### config.mk
export PLATFORM = sky130hd
export DESIGN_NAME = mem_port_arbiter
export DESIGN_NICKNAME = d
export VERILOG_FILES = /design/src/rtl/mem_arb_pkg.sv /design/src/rtl/store_align.sv /design/src/rtl/mem_port_arbiter.sv
export SDC_FILE = /design/constraint.sdc
export NUM_CORES = 1
export LEC_CHECK = 0
export ABC_AREA = 1
export CAP_MARGIN = 20
export CORE_ASPECT_RATIO = 0.9
export CORE_MARGIN = 2
export CORE_UTILIZATION = 37
export CTS_CLUSTER_DIAMETER = 200
export DETAILED_ROUTE_END_ITERATION = 7
export GPL_ROUTABILITY_DRIVEN = 0
export PLACE_DENSITY = 0.81
export SLEW_MARGIN = 20
export SYNTH_ARGS = -nofsm -noshare
export SYNTH_HDL_FRONTEND = slang
export SYNTH_HIERARCHICAL = 1
export SYNTH_SLANG_ARGS = --single-unit
### constraint.sdc
create_clock -name clk -period 1.7 [get_ports clk]
set_input_delay 0.17 -clock clk [delete_from_list [all_inputs] [get_ports clk]]
set_output_delay 0.17 -clock clk [all_outputs]
set_load 0.05 [all_outputs]
### src/rtl/mem_arb_pkg.sv
// Shared types and constants for the unified-memory port arbiter.
package mem_arb_pkg;

    typedef enum logic {
        OWN_I = 1'b0,
        OWN_D = 1'b1
    } owner_e;

    typedef enum logic [1:0] {
        IDLE = 2'd0,
        REQ  = 2'd1,
        RESP = 2'd2
    } state_e;

    localparam logic [1:0] SZ_B = 2'b00;
    localparam logic [1:0] SZ_H = 2'b01;
    localparam logic [1:0] SZ_W = 2'b10;

    // One-hot byte lane for a byte access at the given word offset.
    function automatic logic [3:0] byte_lane(input logic [1:0] addr_lo);
        logic [3:0] lane;
        lane = 4'b0001 << addr_lo;
        return lane;
    endfunction

endpackage

### src/rtl/store_align.sv
// Combinational store lane steering: byte strobes, replicated write data
// and the misalignment / illegal-size flag for a D-port access.
module store_align
    import mem_arb_pkg::*;
(
    input  logic [1:0]  size,
    input  logic [1:0]  addr_lo,
    input  logic [31:0] wdata,
    output logic [3:0]  wstrb,
    output logic [31:0] wdata_aligned,
    output logic        misaligned
);

    always_comb begin
        wstrb         = 4'b0000;
        wdata_aligned = wdata;
        misaligned    = 1'b0;
        case (size)
            SZ_B: begin
                wstrb         = byte_lane(addr_lo);
                wdata_aligned = {4{wdata[7:0]}};
            end
            SZ_H: begin
                wstrb         = addr_lo[1] ? 4'b1100 : 4'b0011;
                wdata_aligned = {2{wdata[15:0]}};
                misaligned    = addr_lo[0];
            end
            SZ_W: begin
                wstrb         = 4'b1111;
                wdata_aligned = wdata;
                misaligned    = (addr_lo != 2'b00);
            end
            default: begin
                misaligned    = 1'b1;
            end
        endcase
    end

endmodule

### src/rtl/mem_port_arbiter.sv
// Single-outstanding arbiter between I-fetch and D-memory ports onto one
// variable-latency memory. Optional round-robin: define MEM_ARB_RR_EN.
module mem_port_arbiter
    import mem_arb_pkg::*;
#(
    parameter int ADDR_W = 32,
    parameter int DATA_W = 32
) (
    input  logic              clk,
    input  logic              rst_n,

    input  logic              i_req,
    input  logic [ADDR_W-1:0] i_addr,
    output logic [DATA_W-1:0] i_rdata,
    output logic              i_rvalid,
    output logic              i_stall,

    input  logic              d_req,
    input  logic              d_we,
    input  logic [1:0]        d_size,
    input  logic [ADDR_W-1:0] d_addr,
    input  logic [DATA_W-1:0] d_wdata,
    output logic [DATA_W-1:0] d_rdata,
    output logic              d_rvalid,
    output logic              d_err,
    output logic              d_stall,

    output logic              mem_req,
    output logic              mem_we,
    output logic [ADDR_W-1:0] mem_addr,
    output logic [DATA_W-1:0] mem_wdata,
    output logic [3:0]        mem_wstrb,
    input  logic              mem_gnt,
    input  logic              mem_rvalid,
    input  logic [DATA_W-1:0] mem_rdata
);

    localparam logic [1:0] S_IDLE = IDLE;
    localparam logic [1:0] S_REQ  = REQ;
    localparam logic [1:0] S_RESP = RESP;

    logic [1:0]        state_reg;
    owner_e            owner_reg;
    logic              err_reg;
    logic              mem_req_reg;
    logic              mem_we_reg;
    logic [ADDR_W-1:0] mem_addr_reg;
    logic [DATA_W-1:0] mem_wdata_reg;
    logic [3:0]        mem_wstrb_reg;

    logic [3:0]        d_wstrb;
    logic [31:0]       d_wdata_aligned;
    logic              d_misaligned;

    store_align u_store_align (
        .size          (d_size),
        .addr_lo       (d_addr[1:0]),
        .wdata         (d_wdata),
        .wstrb         (d_wstrb),
        .wdata_aligned (d_wdata_aligned),
        .misaligned    (d_misaligned)
    );

    logic can_start;
    logic prio_d;
    logic d_wins;
    logic start_err;
    logic start_d;
    logic start_i;

`ifdef MEM_ARB_RR_EN
    owner_e last_owner_reg;

    // The requester not served last wins a tie; a faulty D access never waits.
    assign prio_d = (last_owner_reg == OWN_I);

    always_ff @(posedge clk or negedge rst_n) begin
        if (!rst_n) begin
            last_owner_reg <= OWN_I;
        end else if (start_d) begin
            last_owner_reg <= OWN_D;
        end else if (start_i) begin
            last_owner_reg <= OWN_I;
        end
    end
`else
    assign prio_d = 1'b1;
`endif

    // While an error pulse is in flight the D request is still held, so a
    // new start is blocked for that cycle to avoid reissuing it.
    assign can_start = (state_reg == S_IDLE) && !err_reg;
    assign d_wins    = d_req && (d_misaligned || !i_req || prio_d);
    assign start_err = can_start && d_wins && d_misaligned;
    assign start_d   = can_start && d_wins && !d_misaligned;
    assign start_i   = can_start && i_req && !d_wins;

    always_ff @(posedge clk or negedge rst_n) begin
        if (!rst_n) begin
            state_reg     <= S_IDLE;
            owner_reg     <= OWN_I;
            err_reg       <= 1'b0;
            mem_req_reg   <= 1'b0;
            mem_we_reg    <= 1'b0;
            mem_addr_reg  <= '0;
            mem_wdata_reg <= '0;
            mem_wstrb_reg <= 4'b0000;
        end else begin
            err_reg <= start_err;
            case (state_reg)
                S_IDLE: begin
                    if (start_d) begin
                        owner_reg     <= OWN_D;
                        mem_req_reg   <= 1'b1;
                        mem_we_reg    <= d_we;
                        mem_addr_reg  <= d_addr & ~ADDR_W'(3);
                        mem_wdata_reg <= d_wdata_aligned;
                        mem_wstrb_reg <= d_we ? d_wstrb : 4'b0000;
                        state_reg     <= S_REQ;
                    end else if (start_i) begin
                        owner_reg     <= OWN_I;
                        mem_req_reg   <= 1'b1;
                        mem_we_reg    <= 1'b0;
                        mem_addr_reg  <= i_addr & ~ADDR_W'(3);
                        mem_wdata_reg <= '0;
                        mem_wstrb_reg <= 4'b0000;
                        state_reg     <= S_REQ;
                    end
                end
                S_REQ: begin
                    if (mem_gnt) begin
                        mem_req_reg <= 1'b0;
                        state_reg   <= S_RESP;
                    end
                end
                S_RESP: begin
                    if (mem_rvalid) begin
                        state_reg <= S_IDLE;
                    end
                end
                default: begin
                    state_reg   <= S_IDLE;
                    mem_req_reg <= 1'b0;
                end
            endcase
        end
    end

    logic resp_done;
    assign resp_done = (state_reg == S_RESP) && mem_rvalid;

    assign mem_req   = mem_req_reg;
    assign mem_we    = mem_we_reg;
    assign mem_addr  = mem_addr_reg;
    assign mem_wdata = mem_wdata_reg;
    assign mem_wstrb = mem_wstrb_reg;

    assign i_rdata  = mem_rdata;
    assign d_rdata  = mem_rdata;
    assign i_rvalid = resp_done && (owner_reg == OWN_I);
    assign d_rvalid = (resp_done && (owner_reg == OWN_D)) || err_reg;
    assign d_err    = err_reg;
    assign i_stall  = i_req && !i_rvalid;
    assign d_stall  = d_req && !d_rvalid;

endmodule

Word-level counts from Yosys, hierarchy flattened --
Index checks and enable logic that the tools add are counted.
Word-level totals: bits in registers 74, logic and storage cells 65
Operators by class: equal/unequal tests 7, shifts and indexed selects 1, multiplexer cells 23, bitwise logic cells 2, reduce and logical (&&, ||, !) cells 24
Operators with widths (number):
- $mux W32 | 4
- $pmux W32 S2 | 1
- $mux W4 | 4
- $pmux W4 S3 | 1
- $logic_and A1 B1 Y1 | 11
- $mux W2 | 4
- $mux W1 | 6
- $pmux W1 S3 | 2
- $pmux W2 S3 | 1
- $reduce_and A3 Y1 | 2
- $logic_not A1 Y1 | 5
- $eq A2 B1 Y1 const B | 2
- $eq A2 B2 Y1 const B | 2
- $logic_not A2 Y1 | 2
- $ne A2 B2 Y1 const B | 2
- $reduce_bool A2 Y1 | 2
- $shl A1 B2 Y4 const A | 1
- $ne A3 B3 Y1 const B | 1
- $not A1 Y1 | 2
- $reduce_and A2 Y1 | 1
- $logic_or A1 B1 Y1 | 1

Depth between registers and ports, before layout --
word-level depth 7, gate-level depth with buffers 12

Modules after synthesis --
The synthesis kept the hierarchy.
Modules (own cells, without submodules):
- mem_port_arbiter | times used 1, cells each 508, area each 3796.1 um^2, seq. area each 1801.7 um^2
- store_align | times used 1, cells each 105, area each 469.2 um^2, seq. area each 0.0 um^2

Least setup slack after synthesis --
Ideal clock, no wire load.
kind register to output, start point register state_reg[0], end point output port d_stall, arrival time 2.283 ns, required time 1.530 ns, slack -0.753 ns, cell stages (with the launch flop) 5, cells stage by stage dfrtp_1 -> nor2_1 -> nand2_1 -> o21ai_0 -> nor2_1
Between the ends: cells in the longest elaborated chain, start to end 6
RTL lines:
- start, declared | line mem_port_arbiter.sv:42 | logic [1:0] state_reg;
- start signal, assigned | line mem_port_arbiter.sv:100 | state_reg <= S_IDLE;
- start signal, assigned | line mem_port_arbiter.sv:119 | state_reg <= S_REQ;
- start signal, assigned | line mem_port_arbiter.sv:127 | state_reg <= S_REQ;
- $eq A2 B2 Y1 | line mem_port_arbiter.sv:150 | assign resp_done = (state_reg == S_RESP) && mem_rvalid;
- $logic_and A1 B1 Y1 | line mem_port_arbiter.sv:150
- $logic_and A1 B1 Y1 | line mem_port_arbiter.sv:161 | assign d_rvalid = (resp_done && (owner_reg == OWN_D)) || err_reg;
- $logic_or A1 B1 Y1 | line mem_port_arbiter.sv:161
- named net d_rvalid | line mem_port_arbiter.sv:24 | output logic d_rvalid,
- $logic_not A1 Y1 | line mem_port_arbiter.sv:164 | assign d_stall = d_req && !d_rvalid;
- $logic_and A1 B1 Y1 | line mem_port_arbiter.sv:164
- end, declared | line mem_port_arbiter.sv:26 | output logic d_stall,
The timed path passes the listed nets, and every way through them passes these cells.

Final worst setup path --
start point register mem_addr_reg[12], in the netlist mem_addr[12], end point output port mem_addr[12]
RTL lines:
- start, declared | line mem_port_arbiter.sv:47 | logic [ADDR_W-1:0] mem_addr_reg;
- start signal, assigned | line mem_port_arbiter.sv:116 | mem_addr_reg <= d_addr & ~ADDR_W'(3);
- start signal, assigned | line mem_port_arbiter.sv:124 | mem_addr_reg <= i_addr & ~ADDR_W'(3);
- end, declared | line mem_port_arbiter.sv:30 | output logic [ADDR_W-1:0] mem_addr,
No word-level cell between the ends.

==> impl_summary.txt <==
----------------------------------------------------
[Outcome]
  Outcome ... finished, final reports clean

[Cells and area]
  Commonest non-fill, non-tap cells in the layout ... nand2_1 (296), clkdlybuf4s50_1 (136), dfrtp_1 (72), inv_1 (68), nand3_1 (52)
  Final cell count without fillers ... around 900
  Filler instances ... around 1,100
  Sequential cell area ... 1800 um^2
  Leading cell type in the layout, fill and taps excluded ... nand2_1
  Area taken by multi-input logic gates ... 1540 um^2
  Layout cells sized above 1 ... 10.6%
  Number of flip-flops in the largest register ... 32
  Number of antenna cells inserted ... 0
  Syn-to-layout area delta ... 43.5%
  Fin nets ... 858

[Synth]
  Main area contributors after synthesis ... dfrtp_1 (42%), nand2_1 (26%), buf_4 (14%), nand3_1 (6.1%), inv_1 (6.0%)
  Flops & latches, synth ... 72
  Area fraction of the dominant cell type after synthesis ... between 40% and 50%
  Mean Syn Cell Area ... approximately 7.0 um^2
  Sequential fraction of the synthesis area ... between 40% and 50%
  Unique masters post-synth ... 18
  Total number of yosys warnings ... 6
  Library cell with the largest summed area after synthesis ... dfrtp_1
  Post-synthesis instance area ... ~4300 um^2
  Gate count of the mapped netlist ... 613

[Drt]
  Routed via count ... around 3,900
  Starting DRC count in detailed routing ... around 250
  First-pass DRT Iterations ... 4
  Count of unresolved DRC violations after routing ... 0
  Routed wire length per instance ... about 13 um
  Total wirelength of the detailed-routed design ... around 12,000 um
  Final ANT Viol Nets ... 0
  Via density per instance ... about 4.4

[Floorplan]
  Row count ... 37
  Total Die Area ... 12,400 um^2
  Chip height ... 106 um
  Effective utilization at floorplan ... a little under two fifths
  Die Width ... between 100 and 150 um
  Core region area ... 11,300 um^2
  Number of top-level pins ... 276

[Clocking]
  Depth of the CTS H-tree ... 3
  Number of sinks on the clock net ... slightly above 70
  Clock tree from TritonCTS ... built
  Clock edge transition at the registers on the reported setup and hold paths ... 0.06 ns
  Library cell used as clock root buffer ... clkbuf_16
  Maximum count of clock buffers along a single path ... 2
  Total clock buffers created by CTS ... 9
  Clock insertion delay at the later pin of the skew report ... 0.32 ns

[Worst setup path]
  WP data arrival ... around 1.5 ns
  Largest stage delay on the critical path ... between 0.8 and 0.9 ns
  CP startpoint kind ... flop
  RR Startpoint ... state_reg[0]
  Crit-path max FO ... 2
  Critical path's top delay family ... buffers and inverters
  Register-to-register path setup slack ... roughly 0.14 ns
  Crit path cell chain ... clkdlybuf4s50_1
  FF-to-FF End ... mem_addr[20]
  Reg2Reg Depth ... 7
  Crit path buf inv count ... 1
  CP Capture Type ... primary output
  Required time worst endpoint ... roughly 1.5 ns
  Critical path class ... flop to primary output
  CP max stage cell ... clkdlybuf4s50_1

[Global routing]
  Met3 track demand over resource in global routing ... 7.25%
  Met2 routing resource usage after global routing ... just under 30%
  Total overflow reported by the global router ... 0
  Most Used Layer, Global Route ... met2
  Global-route wire length before repair ... around 19,000 um
  Largest net degree at the start of global routing ... 38
  Vias in the first global route ... approximately 3,700
  Number of antenna violations at the first check in global routing ... 0
  Met1 Use GR ... between 20% and 30%
  Tot GR Track Use ... a little under a fifth

[Place]
  Place WS ... -0.208 ns
  Count of buffers inserted at the top-level ports ... 175
  Detailed placement HPWL ... roughly 8800 um
  Number of placed instances with taps included ... approximately 870

[Hold path]
  Hold Path End ... d_rdata[16]
  Type of the tightest min-delay check ... primary input to primary output
  Hold Path Stages ... 0
  Hold wc startpoint ... mem_rdata[16]

[STA]
  Final-report max-slew violation count ... 0
  Final period demand of the worst path ... approximately 1.7 ns
  Hold violation total from the final report ... 0
  Final setup fails ... 0
  Worst relative slew slack ... around two thirds
  Setup slack after layout ... 0.0322 ns
  Upper clock frequency limit ... approximately 0.6 GHz
  Final critical-path share of the clock period ... between 90% and 100%
  Setup skew after layout ... roughly 0.0063 ns
  Worst-Margin Slew ... approximately 0.53 ns

[Run]
  Maximum capacitance violations ... 0

[Pwr]
  Worst IR Drop VDD ... approximately 1.4 mV
  Leakage power summed over all cells ... about 0.0034 uW
  Total power ... around 11,000 uW
  Power density over the cells ... 1880 nW/um^2

----------------------------------------------------
==> how the worst max path moves through the flow <==
stage	from	depth (start not counted)	to	slack, ns
5_1_grt	state_reg[1]	6	i_stall	-0.01
3_5_place_dp	d_size[1]	12	mem_wdata[23]	-0.21
3_3_place_gp	d_size[1]	12	mem_addr[30]	-0.16
2_1_floorplan	state_reg[0]	4	d_stall	-0.14
4_1_cts	mem_wdata[29]	1	mem_wdata[29]	0.005
6_report	mem_addr[12]	1	mem_addr[12]	0.03
==> stage by stage <==
step | area (um^2) | hold slack [ns] | TNS [ns] | util (%)
after detailed placement | 5740 | 0.173 | -12.60 | 50.6
after CTS | 6080 | 0.340 | 0 | 53.6
after global routing | 6120 | 0.340 | -0.0240 | 54.0
final | 6120 | 0.340 | 0 | 54.0
after global placement | 5740 | 0.173 | -9.46 | 50.6
after floorplan | 4270 | -0.126 | -0.140 | -
==> cell usage after synthesis <==
cell type,count
nand4_2,1
nor2_1,8
conb_1,1
inv_2,3
o21ai_0,7
nor2_2,2
nor2_4,1
o31ai_1,1
inv_1,68
buf_4,80
nand3_1,52
nand2_2,1
clkbuf_1,5
nand4_1,1
nand2_1,297
dfrtp_1,72
buf_2,11
buf_6,2
==> repair_timing <==
action                     4_1_cts  5_1_grt
setup endpoints to repair        1       12
gates resized for setup          1       13
hold buffers                     1        0
hold endpoints to repair        35        0
setup buffers                    0        0
==> kinds of logic after synthesis <==
kind of cell / count (synthesis) / synth area share (%)
buffers and inverters: 169 / 22.6
other: 1 / 0.0879
AO/OA/AOI/OAI: 8 / 0.997
AND/OR/NAND/NOR: 363 / 34.1
flip-flops: 72 / 42.2
==> layer usage <==
metal	vias up	wire length, um
li1	1965	-
met1	1755	5200
met2	136	5480
met3	25	955
met4	0	187
met5	-	0
==> area by class of cell <==
class	count	area share (%)
Clock inverter	6	1.47
Timing Repair Buffer	194	32.6
Tap cell	156	3.19
Clock buffer	10	3.90
Multi-Input combinational cell	373	25.1
Sequential cell	72	29.4
Inverter	71	4.35
==> power breakdown <==
group / switching (uW) / internal, uW
logic: 4350 / 2110
clock network: 735 / 1330
registers: 452 / 2520
total: 5540 / 5960
Note: power is estimated with default switching activity, not from simulation.
